**src/rtl/fetch_unit_pkg.sv**
```systemverilog
// ---------------------------------------------------------------------------
// fetch_unit_pkg
// Shared definitions for the instruction fetch unit and the decode stage:
// the fetch FSM state encoding, instruction word width and the default
// opcode that halts fetching.
// ---------------------------------------------------------------------------
package fetch_unit_pkg;

    localparam int INSN_W = 16;

    // Opcode in instruction bits [15:12] that stops fetching.
    localparam logic [3:0] HALT_OP_DEFAULT = 4'hF;

    typedef enum logic [1:0] {
        ST_IDLE  = 2'd0,
        ST_FETCH = 2'd1,
        ST_ISSUE = 2'd2,
        ST_HALT  = 2'd3
    } fetch_state_e;

    function automatic logic is_halt_op(input logic [INSN_W-1:0] insn,
                                        input logic [3:0]        op);
        return insn[INSN_W-1 -: 4] == op;
    endfunction

endpackage

```
**src/rtl/fetch_unit_if.sv**
```systemverilog
// ---------------------------------------------------------------------------
// fetch_unit_if
// Instruction-memory read bus between the fetch unit and the memory.
//   mem_req  : read request (fetch unit -> memory)
//   mem_addr : word address (fetch unit -> memory)
//   mem_rdy  : mem_data valid this cycle (memory -> fetch unit)
//   mem_data : instruction word (memory -> fetch unit)
// Modports: master = fetch unit side, slave = memory side.
// ---------------------------------------------------------------------------
interface fetch_unit_if #(
    parameter int ADDR_W = 8
) ();
    import fetch_unit_pkg::*;

    logic              mem_req;
    logic [ADDR_W-1:0] mem_addr;
    logic              mem_rdy;
    logic [INSN_W-1:0] mem_data;

    modport master (
        output mem_req,
        output mem_addr,
        input  mem_rdy,
        input  mem_data
    );

    modport slave (
        input  mem_req,
        input  mem_addr,
        output mem_rdy,
        output mem_data
    );

endinterface

```
**src/rtl/fetch_unit_pc_counter.sv**
```systemverilog
// ---------------------------------------------------------------------------
// pc_counter
// Program counter register for the fetch unit.
//   clk         : clock, rising edge
//   res         : synchronous active-high reset, pc -> 0
//   load_i      : load load_addr_i (branch redirect), wins over inc_i
//   load_addr_i : redirect target
//   inc_i       : advance pc by one, wrapping modulo 2^ADDR_W
//   pc_o        : current program counter
// ---------------------------------------------------------------------------
module pc_counter #(
    parameter int ADDR_W = 8
) (
    input  logic              clk,
    input  logic              res,
    input  logic              load_i,
    input  logic [ADDR_W-1:0] load_addr_i,
    input  logic              inc_i,
    output logic [ADDR_W-1:0] pc_o
);

    logic [ADDR_W-1:0] pc_q;
    logic [ADDR_W-1:0] pc_d;

    always_comb begin
        pc_d = pc_q;
        if (load_i) begin
            pc_d = load_addr_i;
        end else if (inc_i) begin
            // Natural wrap at 2^ADDR_W, no carry out.
            pc_d = pc_q + {{(ADDR_W-1){1'b0}}, 1'b1};
        end
    end

    always_ff @(posedge clk) begin
        if (res) begin
            pc_q <= '0;
        end else begin
            pc_q <= pc_d;
        end
    end

    assign pc_o = pc_q;

endmodule

```
**src/rtl/fetch_unit.sv**
```systemverilog
// ---------------------------------------------------------------------------
// fetch_unit
// Fetches 16-bit instruction words from a word-addressed memory and hands
// them to the instruction register, one word at a time.
//   clk         : clock, rising edge
//   res         : synchronous active-high reset
//   run         : 1 allows fetching; 0 parks in IDLE at the next issue
//   stall       : instruction register busy, hold the fetched word
//   branch_en   : one-cycle redirect request
//   branch_addr : redirect target
//   mem         : instruction-memory read bus (master side)
//   ir_d        : fetched instruction (registered)
//   ir_en       : instruction register load strobe
//   pc_out      : address of the word on ir_d
//   halted      : halt opcode issued, fetching stopped until reset
//
// state | meaning
// ------+-----------------------------------------------------------
// IDLE  | parked, no request; waits for run
// FETCH | mem_req high at pc; waits for mem_rdy
// ISSUE | word held on ir_d; strobes ir_en once stall drops
// HALT  | halt opcode issued; only res leaves this state
// ---------------------------------------------------------------------------
module fetch_unit
    import fetch_unit_pkg::*;
#(
    parameter int         ADDR_W  = 8,
    parameter logic [3:0] HALT_OP = HALT_OP_DEFAULT
) (
    input  logic               clk,
    input  logic               res,
    input  logic               run,
    input  logic               stall,
    input  logic               branch_en,
    input  logic [ADDR_W-1:0]  branch_addr,
    fetch_unit_if.master       mem,
    output logic [INSN_W-1:0]  ir_d,
    output logic               ir_en,
    output logic [ADDR_W-1:0]  pc_out,
    output logic               halted
);

    fetch_state_e      state_q,   state_d;
    logic [INSN_W-1:0] ir_word_q, ir_word_d;
    logic [ADDR_W-1:0] pc_out_q,  pc_out_d;
    logic              halted_q,  halted_d;

    logic              pc_load;
    logic              pc_inc;
    logic [ADDR_W-1:0] pc;
    logic              mem_req_c;
    logic              ir_en_c;

    pc_counter #(
        .ADDR_W (ADDR_W)
    ) u_pc_counter (
        .clk         (clk),
        .res         (res),
        .load_i      (pc_load),
        .load_addr_i (branch_addr),
        .inc_i       (pc_inc),
        .pc_o        (pc)
    );

    always_ff @(posedge clk) begin
        if (res) begin
            state_q   <= ST_IDLE;
            ir_word_q <= '0;
            pc_out_q  <= '0;
            halted_q  <= 1'b0;
        end else begin
            state_q   <= state_d;
            ir_word_q <= ir_word_d;
            pc_out_q  <= pc_out_d;
            halted_q  <= halted_d;
        end
    end

    always_comb begin
        state_d   = state_q;
        ir_word_d = ir_word_q;
        pc_out_d  = pc_out_q;
        halted_d  = halted_q;
        pc_load   = 1'b0;
        pc_inc    = 1'b0;
        mem_req_c = 1'b0;
        ir_en_c   = 1'b0;

        case (state_q)
            ST_IDLE: begin
                pc_load = branch_en;
                if (run) begin
                    state_d = ST_FETCH;
                end
            end

            ST_FETCH: begin
                mem_req_c = 1'b1;
                // A redirect discards whatever the memory returns this cycle
                // and re-requests at the new address next cycle.
                if (branch_en) begin
                    pc_load = 1'b1;
                end else if (mem.mem_rdy) begin
                    ir_word_d = mem.mem_data;
                    pc_out_d  = pc;
                    state_d   = ST_ISSUE;
                end
            end

            ST_ISSUE: begin
                // Branch beats stall: the held word is dropped unissued.
                ir_en_c = !stall && !branch_en;
                if (branch_en) begin
                    pc_load = 1'b1;
                    state_d = ST_FETCH;
                end else if (!stall) begin
                    pc_inc = 1'b1;
                    if (is_halt_op(ir_word_q, HALT_OP)) begin
                        halted_d = 1'b1;
                        state_d  = ST_HALT;
                    end else if (run) begin
                        state_d = ST_FETCH;
                    end else begin
                        state_d = ST_IDLE;
                    end
                end
            end

            ST_HALT: begin
                state_d = ST_HALT;
            end

            default: begin
                state_d = ST_IDLE;
            end
        endcase
    end

    assign mem.mem_req  = mem_req_c;
    assign mem.mem_addr = pc;
    assign ir_d         = ir_word_q;
    assign ir_en        = ir_en_c;
    assign pc_out       = pc_out_q;
    assign halted       = halted_q;

endmodule

```
**src/flat_wrapper.sv**
```systemverilog
// flat-port wrapper written by rule: the top's interface ports become plain ports
module fetch_unit_flat import fetch_unit_pkg::*;
#(
    parameter int         ADDR_W  = 8,
    parameter logic [3:0] HALT_OP = HALT_OP_DEFAULT
)
  (clk, res, run, stall, branch_en, branch_addr, ir_d, ir_en, pc_out, halted, mem_mem_req, mem_mem_addr, mem_mem_rdy, mem_mem_data);
  fetch_unit_if #(.ADDR_W(ADDR_W)) mem_i ();
  input  logic clk;
  input  logic res;
  input  logic run;
  input  logic stall;
  input  logic branch_en;
  input  logic [ADDR_W-1:0] branch_addr;
  output logic [INSN_W-1:0] ir_d;
  output logic ir_en;
  output logic [ADDR_W-1:0] pc_out;
  output logic halted;
  output wire logic [$bits(mem_i.mem_req)-1:0] mem_mem_req;
  output wire logic [$bits(mem_i.mem_addr)-1:0] mem_mem_addr;
  input wire logic [$bits(mem_i.mem_rdy)-1:0] mem_mem_rdy;
  input wire logic [$bits(mem_i.mem_data)-1:0] mem_mem_data;
  assign mem_mem_req = mem_i.mem_req;
  assign mem_mem_addr = mem_i.mem_addr;
  assign mem_i.mem_rdy = mem_mem_rdy;
  assign mem_i.mem_data = mem_mem_data;
  fetch_unit #(.ADDR_W(ADDR_W), .HALT_OP(HALT_OP)) u_core (.clk(clk), .res(res), .run(run), .stall(stall), .branch_en(branch_en), .branch_addr(branch_addr), .mem(mem_i), .ir_d(ir_d), .ir_en(ir_en), .pc_out(pc_out), .halted(halted));
endmodule
```
**config.mk**
```make
export PLATFORM = sky130hd
export DESIGN_NAME = fetch_unit_flat
export DESIGN_NICKNAME = d
export VERILOG_FILES = /design/src/rtl/fetch_unit_pkg.sv /design/src/rtl/fetch_unit_if.sv /design/src/rtl/fetch_unit_pc_counter.sv /design/src/rtl/fetch_unit.sv /design/src/flat_wrapper.sv
export SDC_FILE = /design/constraint.sdc
export NUM_CORES = 1
export LEC_CHECK = 0
export BUFFER_PORTS_ARGS = -buffer_cell sky130_fd_sc_hd__buf_2
export CORE_UTILIZATION = 35
export DETAILED_ROUTE_END_ITERATION = 8
export GPL_TIMING_DRIVEN = 0
export HOLD_SLACK_MARGIN = 0.08
export PLACE_DENSITY_LB_ADDON = 0.3
export SLEW_MARGIN = 40
export SYNTH_ARGS = -nofsm -noshare
export SYNTH_HDL_FRONTEND = slang
export SYNTH_SLANG_ARGS = --single-unit
```
**constraint.sdc**
```tcl
create_clock -name clk -period 1.75 [get_ports clk]
set_input_delay 0.0875 -clock clk [delete_from_list [all_inputs] [get_ports clk]]
set_output_delay 0.0875 -clock clk [all_outputs]
set_load 0.02 [all_outputs]
```
Yosys cells after proc, flatten, opt, wreduce, memory -nomap -nowiden
Cells that the tools add are included.
{"block": "op_classes", "add_sub_neg": 1, "n_mux": 17, "eq_ne": 8, "bitwise_logic": 2, "n_reduce_logical": 9}
{"op": "$mux 8", "count": 2}
{"op": "$mux 2", "count": 6}
{"op": "$add 8x1->8 const B", "count": 1}
{"op": "$pmux 2 s4", "count": 1}
{"op": "$reduce_and 4->1", "count": 2}
{"op": "$mux 1", "count": 7}
{"op": "$ne 2x2->1 const B", "count": 3}
{"op": "$eq 2x2->1 const B", "count": 2}
{"op": "$eq 4x4->1 const B", "count": 1}
{"op": "$ne 3x3->1 const B", "count": 1}
{"op": "$reduce_and 3->1", "count": 1}
{"op": "$eq 2x1->1 const B", "count": 1}
{"op": "$logic_not 1->1", "count": 2}
{"op": "$logic_not 2->1", "count": 1}
{"op": "$not 1->1", "count": 2}
{"op": "$pmux 1 s2", "count": 1}
{"op": "$reduce_bool 2->1", "count": 1}
{"op": "$reduce_or 2->1", "count": 1}
{"op": "$logic_and 1x1->1", "count": 1}
{"block": "totals", "out_inout_bits": 35, "regBits": 35, "wordCells": 42, "input_bits": 30}

Depth between registers and ports, before layout
Gate-level depths: netlist (run 1).
{"block": "depth", "word_depth": 5, "ltp_mapped": 6, "ltp_nobuf": 4}

Cells and area by module
Synthesis (run 1) repeated with hierarchy kept, for this count alone.
{"block": "hier_totals", "hier_cells": 183, "hier_area_um2": 1686.6}
{"module": "fetch_unit", "area_each_um2": 1222.4, "cells_each": 130, "seq_area_each_um2": 540.5, "n_inst": 1}
{"module": "pc_counter", "area_each_um2": 464.2, "cells_each": 53, "seq_area_each_um2": 160.2, "n_inst": 1}

Worst setup path after synthesis (run 1)
OpenSTA, ideal clock, no wires.
{"block": "synth_timing", "kind": "reg-to-reg", "from": "register u_core.state_q[0]", "to": "register u_core.u_pc_counter.pc_q[6] (netlist: u_core.u_pc_counter.pc_o[6])", "required_ps": 1659, "setup_time_ps": 91, "path_buffers": 1, "synth_period_minus_slack_ps": 1775, "stages_incl_launch_ff": 5, "t_arrival_ps": 1684, "slack_ps": -25, "path_cell_list": "dfxtp_1 -> buf_6 -> or4b_4 -> or4_1 -> a311oi_1"}
{"block": "synth_via", "elab_chain_len": 4, "word_cells_on_any_way": 8, "classes_between": "eq/ne: 2; mux: 3; reduce/logical: 3"}
{"element": "from (decl)", "line": "fetch_unit.sv:43", "rtl": "fetch_state_e state_q, state_d;"}
{"element": "from (signal assigned)", "line": "fetch_unit.sv:72", "rtl": "state_q <= state_d;"}
{"element": "$eq 2x1->1 or $eq 2x2->1 (tied branches)", "line": "fetch_unit.sv:89", "rtl": "case (state_q)"}
{"element": "$reduce_or 2->1 (no source line)"}
{"element": "$pmux 1 s2", "line": "fetch_unit.sv:89"}
{"element": "$mux 8 or $reduce_bool 2->1 (tied branches)"}
{"element": "to (signal assigned)", "line": "fetch_unit_pc_counter.sv:39", "rtl": "pc_q <= pc_d;"}
{"element": "to (decl)", "line": "fetch_unit_pc_counter.sv:22", "rtl": "logic [ADDR_W-1:0] pc_q;"}
Several ways; a longest one is shown, not always the timed one.
A chain may end at the register's enable or synchronous reset.

Worst setup path after layout (run 1)
{"block": "layout_timing", "from": "register u_core.state_q[1]", "to": "register u_core.u_pc_counter.pc_q[4] (netlist: u_core.u_pc_counter.pc_o[4])"}
The elaborated chain is that of the path after synthesis.

==> results of run 1 <==
-- layout by cell type (no fill, tap or decap), types with 3 or more instances in the layout --
cell	instances
sky130_fd_sc_hd__inv_1	4
sky130_fd_sc_hd__buf_4	6
sky130_fd_sc_hd__a21oi_1	25
sky130_fd_sc_hd__a311oi_1	5
sky130_fd_sc_hd__nand2_1	53
sky130_fd_sc_hd__buf_2	63
sky130_fd_sc_hd__clkbuf_8	5
sky130_fd_sc_hd__nor2_1	9
sky130_fd_sc_hd__dlygate4sd3_1	16
sky130_fd_sc_hd__or4_1	3
sky130_fd_sc_hd__clkbuf_1	10
sky130_fd_sc_hd__dfxtp_1	33
sky130_fd_sc_hd__o31ai_1	3
sky130_fd_sc_hd__o21ai_0	3
-- repair_timing --
item                       CTS  global route
gates resized for setup      6             9
pin swaps                    9             6
setup endpoints to repair    7            25
cloned                       0             1
hold buffers                16             0
buffers inserted             2             3
hold endpoints to repair    16             0
-- final cells by class --
cell class | count | area [um2] | area share [%]
clock buffer | 7 | 76.3 | 3.53
multi-input combinational | 129 | 713 | 33.0
timing repair buffer | 85 | 520 | 24.1
tap | 50 | 62.6 | 2.90
clock inverter | 1 | 5.00 | 0.232
buffer | 12 | 55.1 | 2.55
inverter | 5 | 18.8 | 0.869
sequential | 35 | 708 | 32.8
-- worst max-delay path: cells and delay by family, from the launching register on --
family | cells | cell delay, ps
AO/OA/AOI/OAI | 1 | 240
AND/OR/NAND/NOR | 2 | 1010
flip-flops | 1 | 370
-- power by group --
group	internal (mW)	switching (mW)	total (mW)
Sequential	0.839	0.0378	0.877
Clock	0.279	0.285	0.564
Combinational	0.142	0.177	0.319
-- registers in the layout (all words and copies together) (netlist names) --
| register | count |
|---|---|
| u_core.ir_d | 16 |
| u_core.pc_out | 8 |
| u_core.u_pc_counter.pc_o | 8 |
| u_core.state_q | 2 |
| u_core.halted | 1 |
-- metal layers --
metal / GRT usage, % / part of all wire (%) / vias to the layer above
li1: - / - / 814
met2: 31.4 / 47 / 39
met4: 6.38 / 1.5 / 0
met5: 0 / 0 / -
met3: 4.28 / 4.8 / 5
met1: 25.8 / 47 / 731
-- synth_stat cells, types with 2 or more instances --
library cell,number
sky130_fd_sc_hd__o31ai_1,4
sky130_fd_sc_hd__nand3_1,2
sky130_fd_sc_hd__a21oi_1,25
sky130_fd_sc_hd__clkbuf_1,10
sky130_fd_sc_hd__nand2b_1,2
sky130_fd_sc_hd__dfxtp_1,35
sky130_fd_sc_hd__nand4_1,2
sky130_fd_sc_hd__inv_1,5
sky130_fd_sc_hd__a311oi_1,7
sky130_fd_sc_hd__nor2_1,9
sky130_fd_sc_hd__nor2b_1,2
sky130_fd_sc_hd__or4_1,4
sky130_fd_sc_hd__o21ai_0,3
sky130_fd_sc_hd__nand2_1,53
sky130_fd_sc_hd__or3_1,2
-- cells by family (layout without fill, tap and decap cells) --
group	after synthesis	after routing	share of synthesized area [%]
flops	35	35	47.8
simple gates	82	82	26.0
buf+inv	18	110	5.38
xor+xnor	1	1	0.597
fa+ha+maj	1	1	0.853
mux	1	1	0.683
compound gates	44	44	18.7
-- per-stage QoR --
stage	cells	setup WS, ps	utilization, %
CTS	320	-68.0	52.6
finish	324	47.1	54.0
global placement	295	-71.9	46.2
global route	324	-39.4	54.0
floorplan	182	17.1	-
detailed placement	295	-98.1	46.2
-- path summary, 6_finish.rpt --
kind,start,end,slack [ps],depth (start not counted)
worst max-delay path,u_core.state_q[1]$_SDFFE_PP0P_,u_core.u_pc_counter.pc_o[4]$_SDFFE_PP0P_,50,3
worst min-delay path,branch_addr[7],u_core.u_pc_counter.pc_o[7]$_SDFFE_PP0P_,80,3
worst max register to register,u_core.state_q[1]$_SDFFE_PP0P_,u_core.u_pc_counter.pc_o[4]$_SDFFE_PP0P_,50,3
worst min register to register,u_core.pc_out[4]$_SDFFE_PP0P_,u_core.pc_out[4]$_SDFFE_PP0P_,450,2
==> results_tabular.tex, run 1 <==
\begin{tabular}{lr}
\hline
Metric & Value \\
\hline
\multicolumn{2}{l}{\textbf{Route}} \\
Starting DRC count in detailed routing & 89 \\
Post-DR vias/cell & between 4 and 5 \\
WL/cell & between 10 and 15 um \\
Detailed-route DRC error count & 0 \\
Detailed-route wire length & just over 4000 um \\
Total number of vias & between 1500 and 2000 \\
Number of nets with antenna violations after routing & 0 \\
First-pass DRT Iterations & 4 \\
\multicolumn{2}{l}{\textbf{Clocking}} \\
Clock latency on the worst-skew pair & between 200 and 300 ps \\
Clock-pin slew on the worst setup and hold paths & approximately 70 ps \\
Clock net sink count & 35 \\
Number of levels in the clock H-tree & 2 \\
Library cell used as clock root buffer & sky130\_fd\_sc\_hd\_\_clkbuf\_8 \\
CTS tree & built \\
Maximum number of buffers from clock root to sink & 2 \\
Inserted Clock Buffers & 5 \\
\multicolumn{2}{l}{\textbf{Synthesis}} \\
Synth top area cells & sky130\_fd\_sc\_hd\_\_dfxtp\_1, sky130\_fd\_sc\_hd\_\_nand2\_1, sky130\_fd\_sc\_hd\_\_a21oi\_1 \\
Syn\_nets & $\sim$210 \\
Area share of the leading cell type in the synthesized netlist & a little under half \\
Synth Instances & 182 \\
Cell taking the most area after synthesis & sky130\_fd\_sc\_hd\_\_dfxtp\_1 \\
EDFF count, synth & 0 \\
Mean area per synthesized cell & 8.06 um2 \\
Proportion of synthesized chip area in sequential cells & 47.8\% \\
Summed instance area of the synthesized netlist & about 1500 um2 \\
Number of flip-flops and latches in the synthesized netlist & 35 \\
Synth warn & 0 \\
Distinct cell type count after synthesis & 32 \\
Most used flip-flop cell after synthesis & sky130\_fd\_sc\_hd\_\_dfxtp\_1 \\
Share of flip-flops with an asynchronous set or reset & 0\% \\
\multicolumn{2}{l}{\textbf{Final layout}} \\
Antenna diode instance count & 0 \\
Filler instances & approximately 410 \\
Post-route cell area & between 2000 and 2500 um2 \\
Synth-to-layout area growth & 47.3\% \\
Ratio of cells with drive above 1 in the final layout & a little under a third \\
Final net count & 304 \\
\multicolumn{2}{l}{\textbf{Setup path}} \\
Crit path launch type & flip-flop \\
Critical path's slowest cell & sky130\_fd\_sc\_hd\_\_or4b\_4 \\
Worst endpoint required time & 1950 ps \\
Endpoint type of the worst setup path & flip-flop \\
CP Cell Sequence & or4b\_4 -> or4\_4 -> a311oi\_2 \\
Worst stage delay on the critical path & a little over 500 ps \\
CP Class & reg2reg \\
Crit-path max FO & 6 \\
Data arrival time at the worst-slack endpoint & around 1900 ps \\
\multicolumn{2}{l}{\textbf{Floorplanning}} \\
Total die area & 4450 um2 \\
Die extent in x & 66.7 um \\
Starting Density & around 37\% \\
Core area & approximately 4000 um2 \\
Total number of placement rows & 23 \\
Height of the chip & between 60 and 70 um \\
Number of primary I/O pins & 65 \\
\multicolumn{2}{l}{\textbf{Global routing}} \\
Total global routing track utilization & 19.6\% \\
Global-route wire length before repair & $\sim$6600 um \\
Number of antenna violations at the first check in global routing & 0 \\
Largest net degree at the start of global routing & 11 \\
Total global routing overflow & 0 \\
Via count of the first global-routing pass & around 1400 \\
\multicolumn{2}{l}{\textbf{Placement}} \\
Instance area at placement & about 1800 um2 \\
Routability congestion estimate & about 0.83 \\
Number of buffer cells added on primary ports & 63 \\
Detailed Place HPWL & between 2000 and 3000 um \\
\multicolumn{2}{l}{\textbf{Power and ir drop}} \\
Leakage & slightly above 0.9 nW \\
Overall power of the completed layout & between 1.5 and 2 mW \\
Peak VDD IR & about 430 uV \\
Power density over the cells & approximately 800 nW/um2 \\
\multicolumn{2}{l}{\textbf{STA}} \\
Clock Skews & $\sim$1.7 ps \\
Unrepaired setup endpoints after global routing & true \\
Relative slew slack & between 60 and 70\% \\
Sum Neg Setup Slack & 0 ps \\
Fin. max-slew vios & 0 \\
Post-Route Hold Slack & 84.1 ps \\
Peak clock frequency supported by timing & between 500 and 600 MHz \\
Worst-margin pin slew & 507 ps \\
Post-route fraction of the period consumed by the critical path & 97.3\% \\
Setup Viol. Count Final & 0 \\
Number of endpoints with negative hold slack in the final report & 0 \\
Tmin final & roughly 1700 ps \\
\multicolumn{2}{l}{\textbf{Flow run}} \\
Max-cap violations & 0 \\
\multicolumn{2}{l}{\textbf{Outcome}} \\
Run status & complete, no violations \\
\multicolumn{2}{l}{\textbf{Hold path}} \\
Tightest Hold Check Type & in2reg \\
\hline
\end{tabular}
Power figures use the tool's default switching activity.
==> run 2: changes to the inputs <==
Settings changed: BUFFER_PORTS_ARGS -buffer_cell sky130_fd_sc_hd__buf_2 to -buffer_cell sky130_fd_sc_hd__buf_4, CORE_UTILIZATION 35 to 29, SLEW_MARGIN 40 to not set.
==> results_tabular.tex, run 2 (same netlist as run 1, synthesis figures left out) <==
\begin{tabular}{lr}
\hline
Metric & Value \\
\hline
\multicolumn{2}{l}{\textbf{Route}} \\
Detailed-route DRC error count & 0 (unchanged) \\
Number of nets with antenna violations after routing & 0 (unchanged) \\
Post-DR vias/cell & 4.72 (-3.7\%) \\
Total number of vias & 1597 (+0.50\%) \\
WL/cell & 12.6 um (-1.0\%) \\
Detailed-route wire length & 4270 um (+3.3\%) \\
Starting DRC count in detailed routing & 76 (-15\%) \\
First-pass DRT Iterations & 4 (unchanged) \\
\multicolumn{2}{l}{\textbf{Global routing}} \\
Total global routing track utilization & 16.6\% (-3.0 points) \\
Via count of the first global-routing pass & 1412 (-1.9\%) \\
Global-route wire length before repair & 6660 um (+1.3\%) \\
Total global routing overflow & 0 (unchanged) \\
Largest net degree at the start of global routing & 11 (unchanged) \\
Number of antenna violations at the first check in global routing & 0 (unchanged) \\
\multicolumn{2}{l}{\textbf{Setup path}} \\
Worst endpoint required time & 1940 ps (about the same) \\
CP Cell Sequence & or4b\_4 -> or4\_1 -> a311oi\_1 \\
Worst stage delay on the critical path & 580 ps (+70 ps) \\
Critical path's slowest cell & sky130\_fd\_sc\_hd\_\_or4b\_4 \\
Crit path launch type & flip-flop \\
Crit-path max FO & 6 (unchanged) \\
CP Class & reg2reg \\
Data arrival time at the worst-slack endpoint & 1960 ps (+60 ps) \\
Worst setup slack for register-to-register paths & -10 ps (-60 ps) \\
Endpoint type of the worst setup path & flip-flop \\
\multicolumn{2}{l}{\textbf{Final layout}} \\
Commonest non-fill, non-tap cell in the layout & sky130\_fd\_sc\_hd\_\_buf\_4 \\
Filler instances & 490 (+19\%) \\
Number of flip-flops under the largest register name & 16 (unchanged) \\
Area of the multi-input gates & 687 um2 (-3.7\%) \\
Post-route cell area & 2300 um2 (+6.3\%) \\
Ratio of cells with drive above 1 in the final layout & 30.3\% (-1.5 points) \\
Commonest cells after routing, fill and taps aside & sky130\_fd\_sc\_hd\_\_buf\_4, sky130\_fd\_sc\_hd\_\_nand2\_1, sky130\_fd\_sc\_hd\_\_dfxtp\_1, sky130\_fd\_sc\_hd\_\_a21oi\_1, sky130\_fd\_sc\_hd\_\_dlygate4sd3\_1 \\
Sequential cell area & 708 um2 (unchanged) \\
Synth-to-layout area growth & 56.6\% \\
Final net count & 303 (-0.33\%) \\
Antenna diode instance count & 0 (unchanged) \\
\multicolumn{2}{l}{\textbf{Floorplanning}} \\
Total number of placement rows & 25 (+8.7\%) \\
Core area & 4790 um2 (+20\%) \\
Total die area & 5350 um2 (+20\%) \\
Die extent in x & 73.1 um (+9.6\%) \\
Height of the chip & 73.1 um (+9.6\%) \\
Starting Density & 30.6\% (-6.0 points) \\
Number of primary I/O pins & 65 (unchanged) \\
\multicolumn{2}{l}{\textbf{STA}} \\
Post-route fraction of the period consumed by the critical path & 101\% (+3.5 points) \\
Tmin final & 1760 ps (+61.1 ps) \\
Relative slew slack & 66.4\% (+0.16 points) \\
Worst-margin pin slew & 505 ps (-2.41 ps) \\
Setup slack after layout & -14.0 ps (-61.1 ps) \\
Unrepaired setup endpoints after global routing & true \\
Number of endpoints with negative hold slack in the final report & 0 (unchanged) \\
Setup Viol. Count Final & 1 (+1) \\
Clock Skews & 4.12 ps (+2.41 ps) \\
Post-Route Hold Slack & 104 ps (+19.9 ps) \\
Fin. max-slew vios & 0 (unchanged) \\
Peak clock frequency supported by timing & 567 MHz (-3.5\%) \\
\multicolumn{2}{l}{\textbf{Clocking}} \\
Library cell used as clock root buffer & sky130\_fd\_sc\_hd\_\_clkbuf\_8 \\
Inserted Clock Buffers & 5 (unchanged) \\
Maximum number of buffers from clock root to sink & 2 (unchanged) \\
Clock latency on the worst-skew pair & 280 ps (about the same) \\
Clock net sink count & 35 (unchanged) \\
CTS tree & built \\
Number of levels in the clock H-tree & 2 (unchanged) \\
Clock-pin slew on the worst setup and hold paths & 60 ps (about the same) \\
\multicolumn{2}{l}{\textbf{Hold path}} \\
Tightest Hold Check Type & in2reg \\
\multicolumn{2}{l}{\textbf{Power and ir drop}} \\
Leakage & 0.926 nW (+1.4\%) \\
Share of total power in sequential cells & 49.8\% (about the same) \\
Clk network pwr share & 29.6\% (-2.5 points) \\
Overall power of the completed layout & 1.77 mW (+0.51\%) \\
Power density over the cells & 770 nW/um2 (-5.5\%) \\
Internal power of the cells & 1.29 mW (+2.4\%) \\
Peak VDD IR & 473 uV (+10\%) \\
Part of the power in combinational logic & 20.7\% (+2.6 points) \\
Sw Ratio & 27.0\% (-1.4 points) \\
Net Sw Power & 0.478 mW (-4.4\%) \\
\multicolumn{2}{l}{\textbf{Flow run}} \\
Max-cap violations & 0 (unchanged) \\
\multicolumn{2}{l}{\textbf{Outcome}} \\
Run status & finished with violations \\
Violations in the final reports & negative setup slack \\
\multicolumn{2}{l}{\textbf{Placement}} \\
Instance area at placement & 2030 um2 (+9.7\%) \\
Post-Place Worst Slack & -116 ps (-17.9 ps) \\
Number of buffer cells added on primary ports & 63 (unchanged) \\
Detailed Place HPWL & 2900 um (+4.7\%) \\
Routability congestion estimate & 0.772 (-7.5\%) \\
\hline
\end{tabular}
==> run 2: power groups by stage <==
stage	Clock [mW]	Sequential, mW	Combinational (mW)
5_1_grt	0.581	0.888	0.397
2_1_floorplan	0	0.925	0.141
3_3_place_gp	0	0.893	0.322
4_1_cts	0.539	0.881	0.363
3_5_place_dp	0	0.893	0.324
6_report	0.523	0.880	0.366
==> run 2: area by class of cell <==
type	instances	share of cell area, %
plain buffers	12	2.51
clock buffers	6	3.16
inverters	5	0.817
multi-input cells	129	29.9
flip-flops and latches	35	30.8
well taps	67	3.65
repair buffers	84	29.1
==> run 2: critical path, delay by kind of cell, from the launching register on <==
kind,cells,cell delay [ps]
and+or+nand+nor,2,1090
DFF,1,350
AOI/OAI and AO/OA,1,240
==> run 2: path summary, 6_finish.rpt <==
| check | end | depth (start not counted) | from |
|---|---|---|---|
| max | u_core.u_pc_counter.pc_o[5]$_SDFFE_PP0P_ | 3 | u_core.state_q[0]$_SDFFE_PP0P_ |
| min reg2reg | u_core.ir_d[2]$_SDFFE_PP0P_ | 2 | u_core.ir_d[2]$_SDFFE_PP0P_ |
| min | u_core.u_pc_counter.pc_o[3]$_SDFFE_PP0P_ | 3 | branch_addr[3] |
| max reg2reg | u_core.u_pc_counter.pc_o[5]$_SDFFE_PP0P_ | 3 | u_core.state_q[0]$_SDFFE_PP0P_ |
==> run 2: metrics by stage <==
step	utilization [%]	TNS (ps)	cells
2_1_floorplan	-	0	182
3_3_place_gp	42.4	-252	312
3_5_place_dp	42.4	-405	312
4_1_cts	47.8	0	338
5_1_grt	48.0	-219	338
6_report	48.0	-14.0	338
==> run 2: routing by layer <==
metal | routed length (um) | global-route usage [%] | up-vias
li1 | - | - | 808
met1 | 1990 | 22.0 | 747
met2 | 2040 | 25.8 | 35
met3 | 164 | 3.04 | 7
met4 | 72 | 8.50 | 0
met5 | 0 | 0 | -
==> run 2: timing repair <==
| item | CTS | global route |
|---|---|---|
| gates resized for setup | 3 | 10 |
| setup endpoints to repair | 7 | 27 |
| buffers inserted | 4 | 0 |
| pin swaps | 8 | 5 |
| gates cloned | 1 | 0 |
| hold endpoints to repair | 16 | 0 |
| hold buffers | 16 | 0 |
==> run 3: changes to the inputs <==
Settings changed: CORE_ASPECT_RATIO set to 0.5.
==> results_tabular.tex, run 3 (same netlist as run 1, synthesis figures left out) <==
\begin{tabular}{lr}
\hline
Metric & Value \\
\hline
\multicolumn{2}{l}{\textbf{Setup path}} \\
Worst setup slack for register-to-register paths & -7 ps (about the same) \\
Crit-path max FO & 6 (unchanged) \\
Launching point of the worst reg2reg path & u\_core.state\_q[1]\$\_SDFFE\_PP0P\_ \\
Critical path's slowest cell & sky130\_fd\_sc\_hd\_\_or4\_4 \\
Terminus of the critical flop-to-flop path & u\_core.u\_pc\_counter.pc\_o[4]\$\_SDFFE\_PP0P\_ \\
WP depth & 3 (unchanged) \\
Worst stage delay on the critical path & 550 ps (-30 ps) \\
Crit path launch type & flip-flop \\
CP Cell Sequence & or4b\_4 -> or4\_4 -> a311oi\_2 \\
Number of buffer and inverter stages on the critical path & 0 (unchanged) \\
Worst endpoint required time & 1950 ps (about the same) \\
Data arrival time at the worst-slack endpoint & 1960 ps (about the same) \\
Top delay family on crit path & simple AND/OR/NAND/NOR gates \\
Endpoint type of the worst setup path & flip-flop \\
Number of cells on the worst reg-to-reg path & 3 (unchanged) \\
CP Class & reg2reg \\
\multicolumn{2}{l}{\textbf{Final layout}} \\
Commonest cells after routing, fill and taps aside & sky130\_fd\_sc\_hd\_\_buf\_4, sky130\_fd\_sc\_hd\_\_nand2\_1, sky130\_fd\_sc\_hd\_\_dfxtp\_1, sky130\_fd\_sc\_hd\_\_a21oi\_1, sky130\_fd\_sc\_hd\_\_dlygate4sd3\_1 \\
Synth-to-layout area growth & 61.8\% \\
Post-route cell area & 2370 um2 (+3.3\%) \\
Antenna diode instance count & 0 (unchanged) \\
Utilization after layout & 51.4\% (+3.4 points) \\
Final net count & 303 (unchanged) \\
Ratio of cells with drive above 1 in the final layout & 33.3\% (+3.1 points) \\
Commonest non-fill, non-tap cell in the layout & sky130\_fd\_sc\_hd\_\_buf\_4 \\
Number of flip-flops under the largest register name & 16 (unchanged) \\
\multicolumn{2}{l}{\textbf{Clocking}} \\
Maximum number of buffers from clock root to sink & 2 (unchanged) \\
Library cell used as clock root buffer & sky130\_fd\_sc\_hd\_\_clkbuf\_8 \\
CTS tree & built \\
Clock-pin slew on the worst setup and hold paths & 80 ps (+20 ps) \\
Number of levels in the clock H-tree & 2 (unchanged) \\
Inserted Clock Buffers & 5 (unchanged) \\
Clock net sink count & 35 (unchanged) \\
Clock latency on the worst-skew pair & 290 ps (about the same) \\
\multicolumn{2}{l}{\textbf{Global routing}} \\
Via count of the first global-routing pass & 1502 (+6.4\%) \\
Number of antenna violations at the first check in global routing & 0 (unchanged) \\
Total global routing track utilization & 16.8\% (+0.17 points) \\
Met3 global-route usage & 4.27\% (+1.2 points) \\
Met2 routing resource usage after global routing & 28.8\% (+3.0 points) \\
Global-route wire length before repair & 6710 um (+0.83\%) \\
Most heavily used metal layer in global routing & met2 \\
Largest net degree at the start of global routing & 13 (+2) \\
Total global routing overflow & 0 (unchanged) \\
Global-route met1 utilization & 20.1\% (-1.9 points) \\
\multicolumn{2}{l}{\textbf{STA}} \\
Number of endpoints with negative hold slack in the final report & 0 (unchanged) \\
Worst-margin pin slew & 564 ps (+59.7 ps) \\
Tmin final & 1760 ps (-7.08 ps) \\
Setup Viol. Count Final & 1 (unchanged) \\
Fin. max-slew vios & 0 (unchanged) \\
Clock Skews & 8.25 ps (+4.13 ps) \\
Post-Route Hold Slack & 93.8 ps (-10.2 ps) \\
Unrepaired setup endpoints after global routing & true \\
Setup slack after layout & -6.88 ps (+7.08 ps) \\
Post-route fraction of the period consumed by the critical path & 100\% (-0.40 points) \\
Peak clock frequency supported by timing & 569 MHz (+0.40\%) \\
Relative slew slack & 62.4\% (-4.0 points) \\
\multicolumn{2}{l}{\textbf{Power and ir drop}} \\
Power density over the cells & 829 nW/um2 (+7.6\%) \\
Clk network pwr share & 37.0\% (+7.4 points) \\
Internal power of the cells & 1.44 mW (+12\%) \\
Part of the power in combinational logic & 18.3\% (-2.4 points) \\
Overall power of the completed layout & 1.97 mW (+11\%) \\
Share of total power in sequential cells & 44.6\% (-5.2 points) \\
Peak VDD IR & 353 uV (-25\%) \\
Net Sw Power & 0.523 mW (+9.3\%) \\
Leakage & 0.960 nW (+3.6\%) \\
Sw Ratio & 26.6\% (-0.44 points) \\
\multicolumn{2}{l}{\textbf{Route}} \\
WL/cell & 12.7 um (+0.66\%) \\
First-pass DRT Iterations & 4 (unchanged) \\
Detailed-route wire length & 4310 um (+0.96\%) \\
Detailed-route DRC error count & 0 (unchanged) \\
Post-DR vias/cell & 4.67 (-1.2\%) \\
Number of nets with antenna violations after routing & 0 (unchanged) \\
Total number of vias & 1582 (-0.94\%) \\
Starting DRC count in detailed routing & 40 (-47\%) \\
\multicolumn{2}{l}{\textbf{Floorplanning}} \\
Die extent in x & 103 um (+40\%) \\
Number of primary I/O pins & 65 (unchanged) \\
Total number of placement rows & 17 (-32\%) \\
Total die area & 5360 um2 (+0.32\%) \\
Height of the chip & 52.3 um (-28\%) \\
Core area & 4620 um2 (-3.6\%) \\
Starting Density & 31.8\% (+1.1 points) \\
\multicolumn{2}{l}{\textbf{Placement}} \\
Routability congestion estimate & 0.803 (+4.0\%) \\
Post-Place Worst Slack & -90.7 ps (+25.3 ps) \\
Detailed Place HPWL & 2920 um (+0.51\%) \\
Instance area at placement & 2030 um2 (about the same) \\
Number of buffer cells added on primary ports & 63 (unchanged) \\
\multicolumn{2}{l}{\textbf{Outcome}} \\
Run status & finished with violations \\
Violations in the final reports & negative setup slack \\
\multicolumn{2}{l}{\textbf{Hold path}} \\
Tightest Hold Check Type & in2reg \\
Min-Delay Startpoint & branch\_addr[5] \\
Worst min-delay path endpoint & u\_core.u\_pc\_counter.pc\_o[5]\$\_SDFFE\_PP0P\_ \\
Hold path cells & 3 (unchanged) \\
\multicolumn{2}{l}{\textbf{Flow run}} \\
Max-cap violations & 0 (unchanged) \\
\hline
\end{tabular}
## run 3: cell types whose count changed in the layout (fill, tap and decap cells not counted), sizes merged
cell and delta:
clkbuf -2, clkinv +2, buf +1, bufinv +1
## run 3: per-layer routing
metal	part of all wire [%]	wire, um
met5	0	0
met4	1.4	61
met3	5.1	220
met2	48	2070
met1	45	1960
## run 3: worst min-delay path, delay by kind of cell
family | cells | cell delay, ps
buffers and inverters | 1 | 110
AND/OR/NAND/NOR | 1 | 90
AO/OA/AOI/OAI | 1 | 50
## run 3: layout make-up
class / instances / area, um2
repair buffers: 85 / 678
fillers: 458 / 2240
flip-flops and latches: 35 / 708
plain buffers: 11 / 52.6
well taps: 66 / 82.6
inverters: 5 / 18.8
multi-input cells: 129 / 719
clock inverters: 3 / 43.8
clock buffers: 5 / 68.8
## run 3: how the worst max path moves through the flow
| stage | slack, ps | from | end |
|---|---|---|---|
| 6_report | -7 | u_core.state_q[1]$_SDFFE_PP0P_ | u_core.u_pc_counter.pc_o[4]$_SDFFE_PP0P_ |
| 5_1_grt | -50 | u_core.state_q[1]$_SDFFE_PP0P_ | u_core.u_pc_counter.pc_o[3]$_SDFFE_PP0P_ |
| 4_1_cts | -70 | u_core.state_q[0]$_SDFFE_PP0P_ | u_core.u_pc_counter.pc_o[4]$_SDFFE_PP0P_ |
| 3_5_place_dp | -90 | u_core.state_q[1]$_SDFFE_PP0P_ | u_core.u_pc_counter.pc_o[7]$_SDFFE_PP0P_ |
| 3_3_place_gp | -60 | u_core.state_q[1]$_SDFFE_PP0P_ | u_core.u_pc_counter.pc_o[5]$_SDFFE_PP0P_ |
| 2_1_floorplan | 20 | u_core.state_q[0]$_SDFFE_PP0P_ | u_core.u_pc_counter.pc_o[7]$_SDFFE_PP0P_ |
## run 3: power by group through the flow
stage | logic, mW | clock network, mW | registers [mW]
detailed placement | 0.322 | 0 | 0.893
floorplan | 0.141 | 0 | 0.925
global placement | 0.317 | 0 | 0.892
finish | 0.361 | 0.728 | 0.877
global route | 0.393 | 0.782 | 0.885
CTS | 0.349 | 0.744 | 0.878
## run 3: stage by stage
step	setup TNS, ps	instances
2_1_floorplan	0	182
3_3_place_gp	-236	311
3_5_place_dp	-439	311
4_1_cts	-65.1	337
5_1_grt	-87.7	339
6_report	-6.88	339
## run 3: what timing repair did
action	CTS	global route
hold endpoints to repair	16	0
buffers inserted	3	3
hold buffers	16	0
endpoints found under the setup margin	7	24
pin swaps	10	3
resized for setup	5	11
